### src/rtl/exp8_driver.sv
// Symbol driver for the Exp8 sequence FSM: syncs to the reset-less FSM, feeds
// upstream symbols only in sampling states, and checks returned y/z against a shadow.
module exp8_driver #(
  parameter int CNT_W        = 16,
  parameter int SYNC_TIMEOUT = 8
) (
  input  logic             clk,
  input  logic             rst,
  input  logic             s_valid,
  input  logic [1:0]       s_data,
  output logic             s_ready,
  output logic             w,
  output logic             x,
  input  logic             y,
  input  logic             z,
  output logic             locked,
  output logic             err,
  output logic             tmo,
  output logic [CNT_W-1:0] frame_cnt,
  output logic [CNT_W-1:0] sym_cnt
);

  localparam int SC_W = (SYNC_TIMEOUT > 2) ? $clog2(SYNC_TIMEOUT) : 1;
  localparam logic [SC_W-1:0] SC_LAST = SC_W'(SYNC_TIMEOUT - 1);

  typedef enum logic { SYNC, RUN } phase_t;
  typedef enum logic [2:0] {
    ST_A = 3'd0, ST_B = 3'd1, ST_C = 3'd2, ST_D = 3'd3,
    ST_E = 3'd4, ST_F = 3'd5, ST_G = 3'd6, ST_H = 3'd7
  } st_t;

  phase_t          phase;
  st_t             shadow;
  logic [1:0]      exp_yz;
  logic [SC_W-1:0] sync_cnt;
  logic [1:0]      wx;
  logic [1:0]      yz;

  function automatic st_t next_state(input st_t s, input logic [1:0] in);
    st_t n;
    n = ST_A;
    case (s)
      ST_A: case (in)
              2'b00:   n = ST_A;
              2'b01:   n = ST_B;
              2'b10:   n = ST_C;
              default: n = ST_D;
            endcase
      ST_B: case (in)
              2'b00:   n = ST_B;
              2'b01:   n = ST_C;
              2'b10:   n = ST_H;
              default: n = ST_E;
            endcase
      ST_C: case (in)
              2'b00:   n = ST_C;
              2'b01:   n = ST_H;
              2'b10:   n = ST_G;
              default: n = ST_F;
            endcase
      ST_F:    n = ST_D;
      ST_H:    n = ST_A;
      default: n = ST_H;  // D, E, G
    endcase
    return n;
  endfunction

  function automatic logic [1:0] out_yz(input st_t s);
    logic [1:0] o;
    case (s)
      ST_A, ST_B, ST_C: o = 2'b11;
      ST_D, ST_F:       o = 2'b10;
      ST_E, ST_G:       o = 2'b01;
      default:          o = 2'b00;
    endcase
    return o;
  endfunction

  assign yz     = {y, z};
  assign locked = (phase == RUN);

  // Symbols pass only in A/B/C; elsewhere 00 keeps the FSM on its fixed path.
  always_comb begin
    s_ready = (phase == RUN) && (shadow inside {ST_A, ST_B, ST_C});
    wx      = 2'b11;
    if (phase == RUN) wx = (s_ready && s_valid) ? s_data : 2'b00;
  end

  assign w = wx[1];
  assign x = wx[0];

  always_ff @(posedge clk or posedge rst) begin
    if (rst) begin
      phase     <= SYNC;
      shadow    <= ST_A;
      exp_yz    <= 2'b11;
      err       <= 1'b0;
      tmo       <= 1'b0;
      frame_cnt <= '0;
      sym_cnt   <= '0;
      sync_cnt  <= '0;
    end else if (phase == SYNC) begin
      // y/z == 00 means the FSM just left H and sits in A, consuming our 11.
      if (yz == 2'b00) begin
        phase    <= RUN;
        shadow   <= ST_D;
        exp_yz   <= 2'b11;
        sync_cnt <= '0;
      end else if (sync_cnt == SC_LAST) begin
        tmo      <= 1'b1;
        sync_cnt <= '0;
      end else begin
        sync_cnt <= sync_cnt + SC_W'(1);
      end
    end else begin
      if (s_ready && s_valid) sym_cnt <= sym_cnt + CNT_W'(1);
      if (shadow == ST_H) frame_cnt <= frame_cnt + CNT_W'(1);
      if (yz != exp_yz) begin
        err   <= 1'b1;
        phase <= SYNC;
      end else begin
        shadow <= next_state(shadow, wx);
        exp_yz <= out_yz(shadow);
      end
    end
  end

endmodule

### config.mk
export PLATFORM = sky130hd
export DESIGN_NAME = exp8_driver
export DESIGN_NICKNAME = d
export VERILOG_FILES = /design/src/rtl/exp8_driver.sv
export SDC_FILE = /design/constraint.sdc
export NUM_CORES = 1
export LEC_CHECK = 0
export CAP_MARGIN = 25
export CORE_MARGIN = 4
export CORE_UTILIZATION = 40
export DETAILED_ROUTE_END_ITERATION = 10
export PLACE_DENSITY = 0.72
export SETUP_SLACK_MARGIN = 0.1
export SYNTH_ARGS = -nofsm -noshare
export SYNTH_HDL_FRONTEND = slang
export SYNTH_SLANG_ARGS = --single-unit
### constraint.sdc
create_clock -name clk -period 5.8 [get_ports clk]
set_clock_uncertainty 0.2 [all_clocks]
set_input_delay 0.58 -clock clk [delete_from_list [all_inputs] [get_ports clk]]
set_output_delay 0.58 -clock clk [all_outputs]
set_load 0.05 [all_outputs]
== Word level (Yosys, flattened, before mapping) ==
Cells that the tools add are included.

* Register bits: 43
* Bits in latches: 0
* RAM bits: 0
* ROM bits: 0
* Logic and storage cells: 58
* Memories kept: 0

* Add/sub/neg operators: 3
* Multiply operators: 0
* Div/mod/pow operators: 0
* Order comparisons: 0
* Eq/ne operators: 12
* Shift operators: 0
* Mux-type cells: 18
* Bitwise logic cells: 2
* Reduce and logical (&&, ||, !) cells: 15

{| class="wikitable"
|+ Operator list
! operator !! number
|-
| adder 16 x 1 -> 16 bit, second input constant || 2
|-
| case mux 3 bit (3 select lines) || 2
|-
| equality test 3 bit, second input constant || 5
|-
| 2-to-1 mux 3 bit || 5
|-
| case mux 3 bit (5 select lines) || 1
|-
| case mux 2 bit (3 select lines) || 2
|-
| 2-to-1 mux 2 bit || 5
|-
| AND reduction 2 bit || 4
|-
| equality test 3 x 2 -> 1 bit, second input constant || 2
|-
| zero test 2 bit || 2
|-
| OR reduction 2 bit || 2
|-
| adder 3 x 1 -> 3 bit, second input constant || 1
|-
| equality test 3 x 1 -> 1 bit, second input constant || 1
|-
| zero test 3 bit || 1
|-
| 2-to-1 mux 1 bit || 3
|-
| AND reduction 3 bit || 1
|-
| nonzero test 3 bit || 1
|-
| OR reduction 3 bit || 1
|-
| equality test 2 x 1 -> 1 bit, second input constant || 1
|-
| equality test 2 bit, second input constant || 1
|-
| logical AND 1 bit || 2
|-
| != test 2 bit || 1
|-
| != test 2 bit, second input constant || 1
|-
| inverter 1 bit || 2
|-
| nonzero test 2 bit || 1
|}

== Longest topological paths before layout ==
Gate-level depths: netlist of the first run.

* Depth in word-level cells: 11
* Gate-level depth with buffers: 10
* Depth with buffers taken out: 9

== Worst setup path before layout of the first run ==
No wires, ideal clock.

* Path type: flip-flop to flip-flop
* Start: register phase, in the netlist locked
* End: register shadow[1]
* Arrival: 2489 ps
* Setup slack: 3045 ps
* Stages on the path, launching flop included: 10
* Buffers on the path: 0
* Period minus slack after synthesis: 2755 ps
* Path through: dfrtp_1 nand2b_4 a211oi_2 a21oi_1 inv_1 ha_1 nor3b_1 o21ai_1 o31a_1 o22a_1

* Word-level cells in the longest chain between the ends: 9
* Elaborated cells on any way between the ends: 16
* Classes of those cells: eq/ne: 3; mux: 8; reduce/logical: 5

{| class="wikitable"
|+ RTL lines
! element !! RTL line !! RTL
|-
| from (decl) || 32 || <nowiki>phase_t phase;</nowiki>
|-
| from (signal assigned) || 94 || <nowiki>phase <= SYNC;</nowiki>
|-
| from (signal assigned) || 105 || <nowiki>phase <= RUN;</nowiki>
|-
| from (signal assigned) || 120 || <nowiki>phase <= SYNC;</nowiki>
|-
| logical AND 1 bit || 84 || <nowiki>s_ready = (phase == RUN) && (shadow inside {ST_A, ST_B, ST_C});</nowiki>
|-
| logical AND 1 bit || 86 || <nowiki>if (phase == RUN) wx = (s_ready && s_valid) ? s_data : 2'b00;</nowiki>
|-
| 2-to-1 mux 2 bit || 86 ||
|-
| 2-to-1 mux 2 bit * || 86 ||
|-
| named net w || 12 || <nowiki>output logic w,</nowiki>
|-
| equality test 2 bit (tied with other cells) || 43, 49, 55 ||
|-
| case mux 3 bit (3 select lines) (tied with other cells) || 55 || <nowiki>ST_C: case (in)</nowiki>
|-
| case mux 3 bit (5 select lines) * || 42 || <nowiki>case (s)</nowiki>
|-
| 2-to-1 mux 3 bit * || 118 || <nowiki>if (yz != exp_yz) begin</nowiki>
|-
| 2-to-1 mux 3 bit * || 102 || <nowiki>end else if (phase == SYNC) begin</nowiki>
|-
| to (signal assigned) || 122 || <nowiki>shadow <= next_state(shadow, wx);</nowiki>
|-
| to (decl) || 33 || <nowiki>st_t shadow;</nowiki>
|}

The timed path passes the listed nets; every way through them passes the cells marked *. The select of a mux whose other input is x is not followed.
A chain may end at the register's enable or synchronous reset.

== Worst setup path after layout of the first run ==
* Start: input s_valid
* End: output x

* Word-level cells in the longest chain between the ends: 3

{| class="wikitable"
|+ RTL lines
! element !! RTL line !! RTL
|-
| from (decl) || 9 || <nowiki>input logic s_valid,</nowiki>
|-
| logical AND 1 bit || 86 ||
|-
| 2-to-1 mux 2 bit (2 in a row) || 86 ||
|-
| to (decl) || 13 || <nowiki>output logic x,</nowiki>
|}

Every way passes these cells.

==> results.py, run 1 <==
metrics = {
    "place": {
        "dpl.cell_count": 301,
        "port-buffer-count": 44,
        "dp_hpwl_um": 2958,
        "place_congestion": 0.7386,
    },
    "setup_path": {
        "crit_arrival_ns": 2.72,
        "cp_cell_sequence": "clkdlybuf4s50_1, inv_1, a211oi_2, a21oi_1, inv_1, clkdlybuf4s50_1",
        "critPathKind": "input port to output pin",
        "slowest_delay_ns": 0.81,
        "end_kind": "output pin",
        "cp_slowest_cell": "clkdlybuf4s50_1",
        "required_ns": 5.02,
        "path_max_fanout": 6,
        "start_kind": "input port",
    },
    "clock_tree": {
        "clock_latency_ns": 0.30,
        "cts_tree": "done",
        "postCtsSetupBuffers": 0,
        "numCtsBuffers": 5,
        "htreeDepth": 2,
        "cts.path.max_buffers": 2,
        "cts.hold.buffers_added": 0,
        "clkSlewWorstSetupHoldPaths_ns": 0.08,
        "post_cts_resized": 0,
        "cts-root-buf": "clkbuf_8",
        "clock_sinks": 43,
    },
    "timing": {
        "fin_crit_sh_pct": 60.33,
        "max_freq_mhz": 285.8,
        "tns_ns": 0,
        "fin_hold_ws_ns": 0.2647,
        "finalSetupViolations": 0,
        "hold_viol_final": 0,
        "maxSlewHeadroom_pct": 60.31,
        "drv_slew": 0,
        "rsz0062_at_grt": "false",
        "tightest_slew_ns": 0.5953,
        "period_needed_ns": 3.499,
    },
    "hold_path": {
        "hold_path_class": "flip-flop to flip-flop",
    },
    "final_layout": {
        "drive_gt1_share_pct": 8.787,
        "nFillCells": 475,
        "stdcell_count": 309,
        "area_growth_pct": 29.40,
        "nNetsFinal": 252,
        "final-seq-area_mm2": 0.001079,
        "final_core_util_pct": 53.68,
        "multi_input_comb_area_um2": 998.5,
        "num_antenna_cells": 0,
    },
    "logic_synthesis": {
        "synth_compound_area_share_pct": 10.45,
        "synth_simple_gate_area_share_pct": 18.13,
        "async_flop_share_pct": 100.0,
        "synth-edff-count": 0,
        "synth-xor-area-share_pct": 13.15,
        "yosysWarnings": 0,
        "syn-num-nets": 204,
        "synth_area_mm2": 0.002132,
        "synthCells": 190,
        "synth_cell_type_count": 41,
        "ys_ff_latch": 43,
        "syn_avg_cell_area_um2": 11.22,
        "seq_area_frac_synth_pct": 50.59,
        "synth_fa_ha_area_share_pct": 4.108,
        "synth_top_family_by_area": "simple AND/OR/NAND/NOR gates",
        "synth_ff_type": "dfrtp_1",
        "synth.area.mux_share_pct": 0.9977,
    },
    "floorplanning": {
        "die_h_um": 81.01,
        "start_util_pct": 41.48,
        "die_w_um": 81.01,
        "ios": 45,
        "die_area_mm2": 0.006562,
        "coreArea_mm2": 0.005140,
        "num_rows": 26,
    },
    "routing": {
        "dr.pass1.iters": 5,
        "ant_nets": 0,
        "drc_errors": 0,
        "route.vias.total": 1573,
        "routed_wl_um": 4021,
        "routedWlPerCell_um": 13.01,
        "route.detailed.vias_per_inst": 5.091,
        "drtIter0Drc": 65,
    },
    "global_route": {
        "grt_pass1_vias": 1551,
        "grt_overflow_total": 0,
        "antenna_found_initial": 0,
        "grt_pass1_wl_um": 6824,
        "gr-usage-all-layers_pct": 13.59,
        "grt_max_degree": 44,
    },
    "power_and_ir_drop": {
        "power_density_mw_per_mm2": 359.8,
        "cellLeakagePower_nw": 1.183,
        "ir_drop_mv": 0.1499,
    },
    "job": {
        "cap_violations": 0,
    },
    "status": {
        "status": "finished, final reports clean",
    },
}
[stage by stage]
step	power (W)	worst slack [ns]	instance area [um2]
2_1_floorplan	0.0006683	3.045	2132
3_3_place_gp	0.0007577	2.356	2646
3_5_place_dp	0.0007666	2.293	2646
4_1_cts	0.001004	2.285	2759
5_1_grt	0.001058	2.156	2759
6_report	0.0009928	2.301	2759
[power by group]
group	switching, W	leakage (nW)	internal, W
logic	0.000193	0.561	0.000131
clock network	0.000105	0.0581	0.000128
registers	0.0000858	0.563	0.000350
[logic make-up after synthesis]
kind of cell / after synthesis
fa+ha+maj: 7
compound gates: 31
xor+xnor: 32
flops: 43
buf+inv: 13
mux: 2
simple gates: 62
[cell usage after synthesis, drive strengths merged, types with 2 or more instances]
master	number	share of area, %
xnor2	25	10
dfrtp	41	48
buf	3	0.82
and3	7	2.1
nor4	2	1.6
inv	9	1.6
nor2	4	0.70
nand4	9	3.3
and4	4	1.8
nand3	11	2.6
ha	7	4.1
xor2	7	2.9
o22ai	2	0.59
o21ai	12	2.8
nand2	17	3.0
a211oi	4	1.9
nor3	2	0.47
o22a	3	1.2
a21oi	5	1.2
dfstp	2	2.5
[layer usage]
layer | track usage, % | share of wire, % | vias up
met3 | 2.993 | 4.7 | 8
met4 | 7.601 | 2.4 | 0
met2 | 23.48 | 49 | 36
met1 | 15.48 | 44 | 752
met5 | 0 | 0 | -
li1 | - | - | 777
[area by class of cell]
type,count,area share (%)
clock buffers,5,2.494
multi-input cells,134,36.19
repair buffers,45,16.24
inverters,9,1.224
well taps,70,3.175
flip-flops and latches,43,39.09
clock inverters,3,1.587
[state kept, by name (all words and copies together), names as in the netlist]
name	cells
frame_cnt	16
err	1
tmo	1
locked	1
sync_cnt	3
sym_cnt	16
shadow	3
exp_yz	2
[critical path: cells and delay by family]
kind / cells / cell delay, ns
buffers and inverters: 4 / 1.52
AOI/OAI and AO/OA: 2 / 0.61
[worst paths after layout]
| path | from | end | slack, ns | cells after the start |
|---|---|---|---|---|
| max in group asynchronous | rst | exp_yz[1] | 4.50 | 3 |
| setup reg to reg | locked | shadow[1] | 3.15 | 8 |
| hold reg to reg | tmo | tmo | 0.26 | 1 |
| min in group asynchronous | rst | frame_cnt[12] | 0.52 | 3 |
| setup / recovery | s_valid | x | 2.30 | 6 |
| hold / removal | tmo | tmo | 0.26 | 1 |
[cells in the final DEF, fill, tap and decap left out, types with 4 or more instances in the layout]
master           count
a21oi_1              5
and3_1               7
clkbuf_8             5
clkdlybuf4s50_1     44
dfrtp_1             41
ha_1                 7
inv_1                8
nand2_1             17
nand3_1             11
nand4_1              8
nor2_1               4
o21ai_0              8
o21ai_1              4
xnor2_1             25
xor2_1               7
(Power assumes the default switching activity.)
==> run 2, diff against run 1 <==
clock period = 3.4 ns   (was 5.8 ns; I/O delays follow)
==> run 2 against run 1 <==
Die area stayed put. Utilization hardly changed. Register-to-register slack worse by 2.3 ns. Cell area hardly changed. Worst setup slack worse by 2.0 ns. Sequential cell count stayed put. Worst hold slack better by 0.0033 ns. Final cell count is 0.65% higher. Total power is 65% higher. Via count is 0.83% higher.
==> results.py, run 2 (same netlist as run 1, synthesis figures left out) <==
metrics = {
    "timing": {
        "max_freq_mhz": 327.5,
        "maxSlewHeadroom_pct": 44.70,
        "hold_viol_final": 0,
        "drv_slew": 0,
        "finalSetupViolations": 0,
        "period_needed_ns": 3.053,
        "tightest_slew_ns": 0.8286,
        "tns_ns": 0,
        "rsz0062_at_grt": "false",
        "fin_crit_sh_pct": 89.79,
    },
    "floorplanning": {
        "start_util_pct": 41.48,
        "die_h_um": 81.01,
        "ios": 45,
        "num_rows": 26,
        "coreArea_mm2": 0.005140,
        "die_w_um": 81.01,
        "die_area_mm2": 0.006562,
    },
    "setup_path": {
        "critPathKind": "flip-flop to output pin",
        "crit_arrival_ns": 2.51,
        "ff2ff_setup_slack_ns": 0.83,
        "slowest_delay_ns": 0.80,
        "r2r.worst_path.cells": 8,
        "start_kind": "flip-flop",
        "crit_family": "buffers and inverters",
        "required_ns": 2.86,
        "end_kind": "output pin",
        "cp_num_buf_inv": 2,
        "path_depth": 4,
        "r2r_end": "shadow[1]",
        "path_max_fanout": 14,
        "reg2reg_from": "shadow[1]",
        "cp_slowest_cell": "clkdlybuf4s50_1",
        "cp_cell_sequence": "a211oi_2, a21oi_1, inv_1, clkdlybuf4s50_1",
    },
    "place": {
        "place_congestion": 0.7369,
        "port-buffer-count": 44,
        "dp_hpwl_um": 3058,
        "placed_cell_area_mm2": 0.002661,
    },
    "final_layout": {
        "area_growth_pct": 29.52,
        "num_antenna_cells": 0,
        "layout_common_cells": "clkdlybuf4s50_1 (44), dfrtp_1 (41), xnor2_1 (25)",
        "drive_gt1_share_pct": 9.129,
        "design_area_mm2": 0.002761,
        "final_common_cell": "clkdlybuf4s50_1",
        "top_regs": "frame_cnt (16), sym_cnt (16)",
        "nNetsFinal": 254,
    },
    "clock_tree": {
        "post_cts_resized": 0,
        "numCtsBuffers": 5,
        "cts-root-buf": "clkbuf_8",
        "cts.hold.buffers_added": 0,
        "cts.path.max_buffers": 2,
        "clkSlewWorstSetupHoldPaths_ns": 0.08,
        "cts_tree": "done",
        "clock_latency_ns": 0.29,
        "postCtsSetupBuffers": 0,
        "htreeDepth": 2,
        "clock_sinks": 43,
    },
    "routing": {
        "drc_errors": 0,
        "routed_wl_um": 4026,
        "routedWlPerCell_um": 12.95,
        "dr.pass1.iters": 4,
        "route.vias.total": 1586,
        "ant_nets": 0,
        "route.detailed.vias_per_inst": 5.100,
        "drtIter0Drc": 36,
    },
    "job": {
        "cap_violations": 0,
    },
    "global_route": {
        "antenna_found_initial": 0,
        "grt_overflow_total": 0,
        "grt_pass1_wl_um": 6782,
        "grt_max_degree": 25,
        "grt_pass1_vias": 1508,
        "gr-usage-all-layers_pct": 13.28,
    },
    "power_and_ir_drop": {
        "power.total_w": 0.001643,
        "cellLeakagePower_nw": 1.186,
        "ir_drop_mv": 0.2767,
        "power_density_mw_per_mm2": 594.9,
    },
    "status": {
        "status": "finished, final reports clean",
    },
    "hold_path": {
        "hold_depth": 1,
        "holdCritStartpoint": "tmo",
        "hold_path_end": "tmo",
        "hold_path_class": "flip-flop to flip-flop",
    },
}
-- run 2: report_power, final --
group          leakage (nW)  internal, W  switching (W)
clock network        0.0515     0.000185       0.000165
logic                 0.571     0.000226       0.000334
registers             0.563     0.000597       0.000135
-- run 2: area by class of cell --
cell class / count / area, um2
Clock buffer: 8 / 100.1
Fill cell: 494 / 2379
Inverter: 9 / 33.78
Multi-Input combinational cell: 134 / 998.5
Sequential cell: 43 / 1079
Tap cell: 70 / 87.58
Timing Repair Buffer: 47 / 462.9
-- run 2: how the worst max path moves through the flow --
stage | start | to | slack, ns
after floorplan | locked | shadow[1] | 0.65
after global placement | s_valid | x | 0.42
after detailed placement | s_valid | x | 0.40
after CTS | shadow[1] | x | 0.34
after global routing | shadow[1] | x | 0.19
final | shadow[1] | x | 0.35
-- run 2: stage by stage --
step / cells / hold WS [ns] / setup WS, ns / utilization [%]
after CTS: 311 / 0.2727 / 0.3382 / 53.72
after global placement: 303 / 0.2511 / 0.4242 / 51.78
after floorplan: 190 / 0.2570 / 0.6453 / -
final: 311 / 0.2680 / 0.3470 / 53.72
after detailed placement: 303 / 0.2547 / 0.3956 / 51.78
after global routing: 311 / 0.2866 / 0.1875 / 53.72
-- run 2: metal layers --
| layer | part of all wire (%) | wire length (um) | GRT usage (%) | vias up |
|---|---|---|---|---|
| met1 | 45 | 1802 | 15.82 | 770 |
| met5 | 0 | 0 | 0 | - |
| li1 | - | - | - | 773 |
| met4 | 1.6 | 64 | 4.561 | 0 |
| met2 | 49 | 1954 | 22.82 | 37 |
| met3 | 5.1 | 205 | 3.880 | 6 |
